### config.mk
export PLATFORM = sky130hd
export DESIGN_NAME = master_0_bytes_to_pkts_flat
export DESIGN_NICKNAME = d
export VERILOG_FILES = /design/src/rtl/master_0_bytes_to_pkts_if.sv /design/src/rtl/master_0_bytes_to_pkts.sv /design/src/flat_wrapper.sv
export SDC_FILE = /design/constraint.sdc
export NUM_CORES = 1
export LEC_CHECK = 0
export ABC_AREA = 1
export BUFFER_PORTS_ARGS = -buffer_cell sky130_fd_sc_hd__clkbuf_2
export CAP_MARGIN = 20
export CORE_MARGIN = 1
export CORE_UTILIZATION = 44
export CTS_BUF_LIST = sky130_fd_sc_hd__clkbuf_8
export CTS_CLUSTER_DIAMETER = 100
export DETAILED_ROUTE_END_ITERATION = 7
export PLACE_DENSITY = 0.73
export SLEW_MARGIN = 25
export SYNTH_ARGS = -nofsm -noshare
export SYNTH_HDL_FRONTEND = slang
export SYNTH_SLANG_ARGS = --single-unit
### constraint.sdc
create_clock -name clk -period 1.2 [get_ports clk]
set_input_delay 0 -clock clk [delete_from_list [all_inputs] [get_ports clk]]
set_output_delay 0 -clock clk [all_outputs]
set_load 0.05 [all_outputs]
### src/rtl/master_0_bytes_to_pkts_if.sv
// Byte-in / packet-out bundle for the master_0 bytes-to-packets decoder.
// The master modport is the decoder's view; slave is the surrounding logic.
interface master_0_bytes_to_pkts_if #(
  parameter int CHANNEL_WIDTH = 8
);
  logic                     in_valid;
  logic [7:0]               in_data;
  logic                     in_ready;
  logic                     out_valid;
  logic [7:0]               out_data;
  logic                     out_startofpacket;
  logic                     out_endofpacket;
  logic [CHANNEL_WIDTH-1:0] out_channel;
  logic                     out_ready;
  logic                     drop_pulse;

  modport master (
    input  in_valid, in_data, out_ready,
    output in_ready, out_valid, out_data, out_startofpacket,
           out_endofpacket, out_channel, drop_pulse
  );

  modport slave (
    output in_valid, in_data, out_ready,
    input  in_ready, out_valid, out_data, out_startofpacket,
           out_endofpacket, out_channel, drop_pulse
  );
endinterface

### src/rtl/master_0_bytes_to_pkts.sv
// Unescapes a JTAG byte stream into SOP/EOP/channel packets; one-cycle registered output.
// in_ready drops only while a held output byte is stalled by out_ready.
module master_0_bytes_to_pkts #(
  parameter int CHANNEL_WIDTH = 8
) (
  input  logic                    clk,
  input  logic                    reset_n,
  master_0_bytes_to_pkts_if.master bus
);

  logic                     esc_q,  esc_d;
  logic                     chan_q, chan_d;
  logic                     sop_q,  sop_d;
  logic                     eop_q,  eop_d;
  logic                     pkt_q,  pkt_d;
  logic                     vld_q,  vld_d;
  logic                     osop_q, osop_d;
  logic                     oeop_q, oeop_d;
  logic                     drop_q, drop_d;
  logic [7:0]               dat_q,  dat_d;
  logic [CHANNEL_WIDTH-1:0] ch_q,   ch_d;

  logic       accept;
  logic       is_ctrl;
  logic [7:0] dec;

  assign bus.in_ready = !vld_q || bus.out_ready;
  assign accept       = bus.in_valid && bus.in_ready;
  assign dec          = esc_q ? (bus.in_data ^ 8'h20) : bus.in_data;

  // After 0x7C only an unescaped 0x7D keeps its control meaning.
  always_comb begin
    is_ctrl = 1'b0;
    if (!esc_q) begin
      if (chan_q) is_ctrl = (bus.in_data == 8'h7D);
      else        is_ctrl = (bus.in_data inside {8'h7A, 8'h7B, 8'h7C, 8'h7D});
    end
  end

  always_comb begin
    esc_d  = esc_q;
    chan_d = chan_q;
    sop_d  = sop_q;
    eop_d  = eop_q;
    pkt_d  = pkt_q;
    vld_d  = vld_q && !bus.out_ready;
    osop_d = osop_q;
    oeop_d = oeop_q;
    dat_d  = dat_q;
    ch_d   = ch_q;
    drop_d = 1'b0;
    if (accept) begin
      if (is_ctrl) begin
        case (bus.in_data)
          8'h7A:   sop_d  = 1'b1;
          8'h7B:   eop_d  = 1'b1;
          8'h7C:   chan_d = 1'b1;
          default: esc_d  = 1'b1;
        endcase
      end else begin
        esc_d = 1'b0;
        if (chan_q) begin
          ch_d   = dec[CHANNEL_WIDTH-1:0];
          chan_d = 1'b0;
        end else if (pkt_q || sop_q) begin
          dat_d  = dec;
          osop_d = sop_q;
          oeop_d = eop_q;
          vld_d  = 1'b1;
          sop_d  = 1'b0;
          eop_d  = 1'b0;
          pkt_d  = !eop_q;
        end else begin
          drop_d = 1'b1;
          eop_d  = 1'b0;
        end
      end
    end
  end

  always_ff @(posedge clk) begin
    if (!reset_n) begin
      esc_q  <= 1'b0;
      chan_q <= 1'b0;
      sop_q  <= 1'b0;
      eop_q  <= 1'b0;
      pkt_q  <= 1'b0;
      vld_q  <= 1'b0;
      osop_q <= 1'b0;
      oeop_q <= 1'b0;
      drop_q <= 1'b0;
      dat_q  <= '0;
      ch_q   <= '0;
    end else begin
      esc_q  <= esc_d;
      chan_q <= chan_d;
      sop_q  <= sop_d;
      eop_q  <= eop_d;
      pkt_q  <= pkt_d;
      vld_q  <= vld_d;
      osop_q <= osop_d;
      oeop_q <= oeop_d;
      drop_q <= drop_d;
      dat_q  <= dat_d;
      ch_q   <= ch_d;
    end
  end

  assign bus.out_valid         = vld_q;
  assign bus.out_data          = dat_q;
  assign bus.out_startofpacket = osop_q;
  assign bus.out_endofpacket   = oeop_q;
  assign bus.out_channel       = ch_q;
  assign bus.drop_pulse        = drop_q;

endmodule
### src/flat_wrapper.sv
// flat-port wrapper written by rule: the top's interface ports become plain ports
module master_0_bytes_to_pkts_flat 
#(
  parameter int CHANNEL_WIDTH = 8
)
  (clk, reset_n, bus_in_valid, bus_in_data, bus_out_ready, bus_in_ready, bus_out_valid, bus_out_data, bus_out_startofpacket, bus_out_endofpacket, bus_out_channel, bus_drop_pulse);
  master_0_bytes_to_pkts_if #(.CHANNEL_WIDTH(CHANNEL_WIDTH)) bus_i ();
  input  logic clk;
  input  logic reset_n;
  input wire logic [$bits(bus_i.in_valid)-1:0] bus_in_valid;
  input wire logic [$bits(bus_i.in_data)-1:0] bus_in_data;
  input wire logic [$bits(bus_i.out_ready)-1:0] bus_out_ready;
  output wire logic [$bits(bus_i.in_ready)-1:0] bus_in_ready;
  output wire logic [$bits(bus_i.out_valid)-1:0] bus_out_valid;
  output wire logic [$bits(bus_i.out_data)-1:0] bus_out_data;
  output wire logic [$bits(bus_i.out_startofpacket)-1:0] bus_out_startofpacket;
  output wire logic [$bits(bus_i.out_endofpacket)-1:0] bus_out_endofpacket;
  output wire logic [$bits(bus_i.out_channel)-1:0] bus_out_channel;
  output wire logic [$bits(bus_i.drop_pulse)-1:0] bus_drop_pulse;
  assign bus_i.in_valid = bus_in_valid;
  assign bus_i.in_data = bus_in_data;
  assign bus_i.out_ready = bus_out_ready;
  assign bus_in_ready = bus_i.in_ready;
  assign bus_out_valid = bus_i.out_valid;
  assign bus_out_data = bus_i.out_data;
  assign bus_out_startofpacket = bus_i.out_startofpacket;
  assign bus_out_endofpacket = bus_i.out_endofpacket;
  assign bus_out_channel = bus_i.out_channel;
  assign bus_drop_pulse = bus_i.drop_pulse;
  master_0_bytes_to_pkts #(.CHANNEL_WIDTH(CHANNEL_WIDTH)) u_core (.clk(clk), .reset_n(reset_n), .bus(bus_i));
endmodule
# == Word-level counts from Yosys, hierarchy flattened ==
# Index checks and enable logic that the tools add are counted.
# Widths: inputs -> output; s select.
# word_totals
regBits,25
# op_classes
muxes,19
n_eq_ne,9
n_bitwise,5
n_reduce_logical,17
# op_table
cell,n
$eq 8x7->1 const B,4
$mux 1,18
$ne 2x2->1 const B,5
$reduce_and 4->1,2
$mux 6,1
$reduce_and 3->1,2
$not 1->1,5
$reduce_and 2->1,2
$reduce_bool 4->1,1
$reduce_or 4->1,1
$logic_not 1->1,3
$reduce_or 3->1,1
$logic_and 1x1->1,2
$logic_or 1x1->1,2
$reduce_bool 2->1,1

# == Logic depth before layout (Yosys ltp) ==
# depth
depth_word,6
mapped_depth,12

# == Least setup slack after synthesis ==
# OpenSTA, ideal clock, no wires.
# synth_timing
kind,register to register
start,"reg u_core.vld_q, in the netlist u_core.bus.out_valid"
end,reg u_core.pkt_q
setup_ns,0.110
path_stages_with_launch,10
required_ns,1.090
path_slack_ns,-0.636
t_arrival_ns,1.726
cell_sequence,dfxtp_1 -> inv_1 -> nor2_1 -> inv_1 -> nand2_1 -> nor2_1 -> buf_1 -> nand4_1 -> nand2_1 -> nor2_1
# synth_between
elab_chain_cells,4
# synth_rtl
item,line,rtl
start: declaration,master_0_bytes_to_pkts.sv:16,"logic vld_q, vld_d;"
start signal: assignment,master_0_bytes_to_pkts.sv:100,vld_q <= vld_d;
$logic_not 1->1,master_0_bytes_to_pkts.sv:27,assign bus.in_ready = !vld_q || bus.out_ready;
$logic_or 1x1->1,master_0_bytes_to_pkts.sv:27,
named net bus_in_ready,flat_wrapper.sv:13,output wire logic [$bits(bus_i.in_ready)-1:0] bus_in_ready;
$logic_and 1x1->1,master_0_bytes_to_pkts.sv:28,assign accept = bus.in_valid && bus.in_ready;
$reduce_and 4->1 (no source line),n/a,
end signal: assignment,master_0_bytes_to_pkts.sv:99,pkt_q <= pkt_d;
end: declaration,master_0_bytes_to_pkts.sv:15,"logic pkt_q, pkt_d;"
# The timed path passes the listed nets, and every way through them passes these cells.
# A chain may end at the register's enable or synchronous reset.

# == Worst setup path after layout ==
# layout_timing
start,"reg u_core.vld_q, in the netlist u_core.bus.out_valid"
end,"reg u_core.dat_q[3], in the netlist u_core.bus.out_data[3]"
# layout_between
elab_chain_cells,4
# layout_rtl
item,line,rtl
$logic_not 1->1,master_0_bytes_to_pkts.sv:27,
$logic_or 1x1->1,master_0_bytes_to_pkts.sv:27,
$logic_and 1x1->1,master_0_bytes_to_pkts.sv:28,
$reduce_and 4->1 (no source line),n/a,
end signal: assignment,master_0_bytes_to_pkts.sv:104,dat_q <= dat_d;
end: declaration,master_0_bytes_to_pkts.sv:20,"logic [7:0] dat_q, dat_d;"
# Every way passes these cells.

==> metrics.md <==
| Metric | Value |
|---|---|
| Clock group share of total power | 0.330 |
| DR WL/cell | 12.1 um |
| Clock sink count | 25 |
| Total power | 1.47 mW |
| Share of the clock period used by the worst path | 1.00 |
| Final antenna diode count | 0 |
| Number of rows created at floorplan | 17 |
| Share of flip-flops with an asynchronous set or reset after synthesis | 0 |
| Final worst path period need | 1.21 ns |
| Clock Root Buffer | sky130_fd_sc_hd__clkbuf_8 |
| Net count after synthesis | 161 |
| Final Instance Area | 1560 um^2 |
| Fmax achieved | 829 MHz |
| Worst setup path class | register to register |
| Run status | complete, but fails checks |
| Util after Layout | 0.680 |
| Netlist area before placement | 1110 um^2 |
| Net switching power | 0.342 mW |
| Internal power of the cells | 1.12 mW |
| DRT Wirelength | 2.74 mm |
| Port buffer count | 32 |
| Type of origin of the critical path | register |
| Number of flops mapped to enable cells by yosys | 0 |
| Violation count after the first detailed-routing iteration | 12 |
| Drt pass-1 iters | 4 |
| Count of maximum capacitance violations | 0 |
| Critical Path RT | 1.40 ns |
| Clock tree skew after final layout | 0.00201 ns |
| CTS clock-pin slew for the worst setup and hold paths | 0.08 ns |
| Gate Count Post-Synth | 149 |
| Logic pwr share | 0.102 |
| Number of max-slew violations in the final report | 0 |
| Final WS setup | -0.00587 ns |
| Final std cells w/o fill | 227 |
| Failing checks | negative setup slack |
| CTS Buf Count | 3 |
| Endpoints failing setup | 1 |
| Mean Syn Cell Area | 7.42 um^2 |
| Placed cells | 220 |
| Leakage | 0.674 nW |
| TritonCTS clock tree | done |
| Power per unit of standard cell area | 938 nW/um^2 |
| Flop and latch count out of synthesis | 25 |
| Main synth FF type | sky130_fd_sc_hd__dfxtp_1 |
| Die Wd | 52.1 um |
| DR vias | 1167 |
| RePlAce Congestion | 0.839 |
| Main area contributors after synthesis | sky130_fd_sc_hd__dfxtp_1 45%, sky130_fd_sc_hd__nand2_1 12%, sky130_fd_sc_hd__nand4_1 10% |
| Critical path arrival | 1.41 ns |
| Height of the chip | 52.1 um |
| Overall global routing resource usage | 0.229 |
| RSZ-0062 raised after global routing | true |
| DP Wirelength | 2.09 mm |
| Area growth from synthesis to layout | 41.3% |
| IO Count | 33 |
| CP Capture Type | register |
| Core Footprint | 2300 um^2 |
| Clk_lat worst skew | 0.27 ns |
| Most common cell in the synthesized netlist | sky130_fd_sc_hd__nand2_1 |
| Vias in the first global route | 1069 |
| Worst vdd rail ir drop | 0.619 mV |
| Number of library cell types mapped by synthesis | 21 |
| Area leader, netlist | sky130_fd_sc_hd__dfxtp_1 |
| Total negative slack | -0.00587 ns |
| Remaining max-slew budget at the tightest pin | 0.813 |
| Fraction of the yosys area taken by sequential cells | 0.452 |
| Die area | 2720 um^2 |
| Largest driver fanout on the critical path | 4 |
| Post-detailed-route DRC marker count | 0 |
| Maximum number of pins on one net before global-route repair | 20 |
| Type of the worst min-delay path | primary input to register |
| Share of final-layout standard cells stronger than drive strength 1 | 0.392 |
| Seq pwr share | 0.568 |
| Vias/cell | 5.14 |
| Most common library cells after synthesis | 36 x sky130_fd_sc_hd__nand2_1, 25 x sky130_fd_sc_hd__dfxtp_1, 20 x sky130_fd_sc_hd__a21oi_1 |
| Proportion of netlist area held by the largest area contributor | 0.452 |
| Setup Slack @ Placement | -0.131 ns |
| Final count of hold timing violations | 0 |
| Initial antenna violation count | 0 |
| Transition time at the pin with the least slew margin | 0.281 ns |
| GR Overflow Total | 0 |
| Initial Utilization | 0.481 |
| Count of synthesis-stage warnings from yosys | 0 |
| Instance area after placement | 1440 um^2 |
| Min Hold Slack | 0.0468 ns |
| Switch share | 0.234 |
| Number of buffers on the longest clock path | 2 |
| Layout net count | 212 |
| H-tree level count | 1 |
| Remaining antenna violation count after routing | 0 |
| Global-route wire length before repair | 4.51 mm |
-- worst max-delay path, cell delays in order, from the launching register on --
cell and delay (ns):
sky130_fd_sc_hd__dfxtp_4 0.35, sky130_fd_sc_hd__inv_2 0.06, sky130_fd_sc_hd__nor2_4 0.04, sky130_fd_sc_hd__clkinv_4 0.04, sky130_fd_sc_hd__nand2_4 0.06, sky130_fd_sc_hd__nor2_4 0.16
sky130_fd_sc_hd__buf_2 0.17, sky130_fd_sc_hd__nand4_1 0.11, sky130_fd_sc_hd__a21oi_1 0.15
-- logic make-up after synthesis --
| logic type | synth area share |
|---|---|
| AOI/OAI and AO/OA | 0.111 |
| buffers and inverters | 0.104 |
| xor gates and xnor gates | 0.00792 |
| and+or+nand+nor | 0.325 |
| DFF | 0.452 |
-- layer usage --
metal / GRT usage / part of all wire / vias up
met5: 0 / 0 / -
li1: - / - / 593
met1: 0.270 / 0.45 / 541
met3: 0.0351 / 0.039 / 5
met2: 0.404 / 0.49 / 28
met4: 0.105 / 0.016 / 0
-- power groups by stage --
stage / clock network, mW / logic [mW] / registers (mW)
CTS: 0.504 / 0.140 / 0.832
global route: 0.534 / 0.163 / 0.833
finish: 0.484 / 0.149 / 0.832
global placement: 0 / 0.133 / 0.852
detailed placement: 0 / 0.137 / 0.852
floorplan: 0 / 0.0543 / 0.861
-- final cells by class --
type                    count  area [um^2]
fillers                   200          734
clock inverters             1         3.75
inverters                  14         60.1
well taps                  28         35.0
multi-input cells         101          561
repair buffers             55          357
clock buffers               3         41.3
flip-flops and latches     25          505
-- path summary, 6_finish.rpt --
check	from	to	slack, ns	cells after the start
worst max-delay path	u_core.bus.out_valid	u_core.bus.out_data[3]	-0.006	8
worst min-delay path	bus_in_data[2]	u_core.bus.out_data[2]	0.05	3
worst max register to register	u_core.bus.out_valid	u_core.bus.out_data[3]	-0.006	8
worst min register to register	u_core.bus.out_channel[4]	u_core.bus.out_channel[4]	0.46	2
-- cells in the final DEF, fill, tap and decap left out, drive strengths merged --
| cell type | n |
|---|---|
| o21bai | 1 |
| nand4 | 18 |
| a21oi | 20 |
| inv | 14 |
| nor3 | 1 |
| nand3 | 4 |
| nor4 | 1 |
| dfxtp | 25 |
| dlygate4sd3 | 1 |
| o21ai | 3 |
| xor2 | 1 |
| nand2 | 39 |
| nor2 | 13 |
| clkbuf | 34 |
| clkinv | 1 |
| buf | 23 |
-- sequential cells by signal, indices dropped and copies added (netlist names) --
register,cells
u_core.chan_q,1
u_core.bus.out_valid,1
u_core.esc_q,1
u_core.bus.out_endofpacket,1
u_core.sop_q,1
u_core.pkt_q,1
u_core.bus.out_data,8
u_core.bus.out_channel,8
u_core.bus.drop_pulse,1
u_core.eop_q,1
u_core.bus.out_startofpacket,1
-- timing repair --
action / CTS / global route
buffers inserted: 0 / 1
hold buffers: 1 / 0
gates resized for setup: 2 / 14
endpoints found under the hold margin: 2 / 0
setup endpoints to repair: 8 / 24
pin swaps: 2 / 8
cloned: 0 / 1
(Power assumes the default switching activity.)
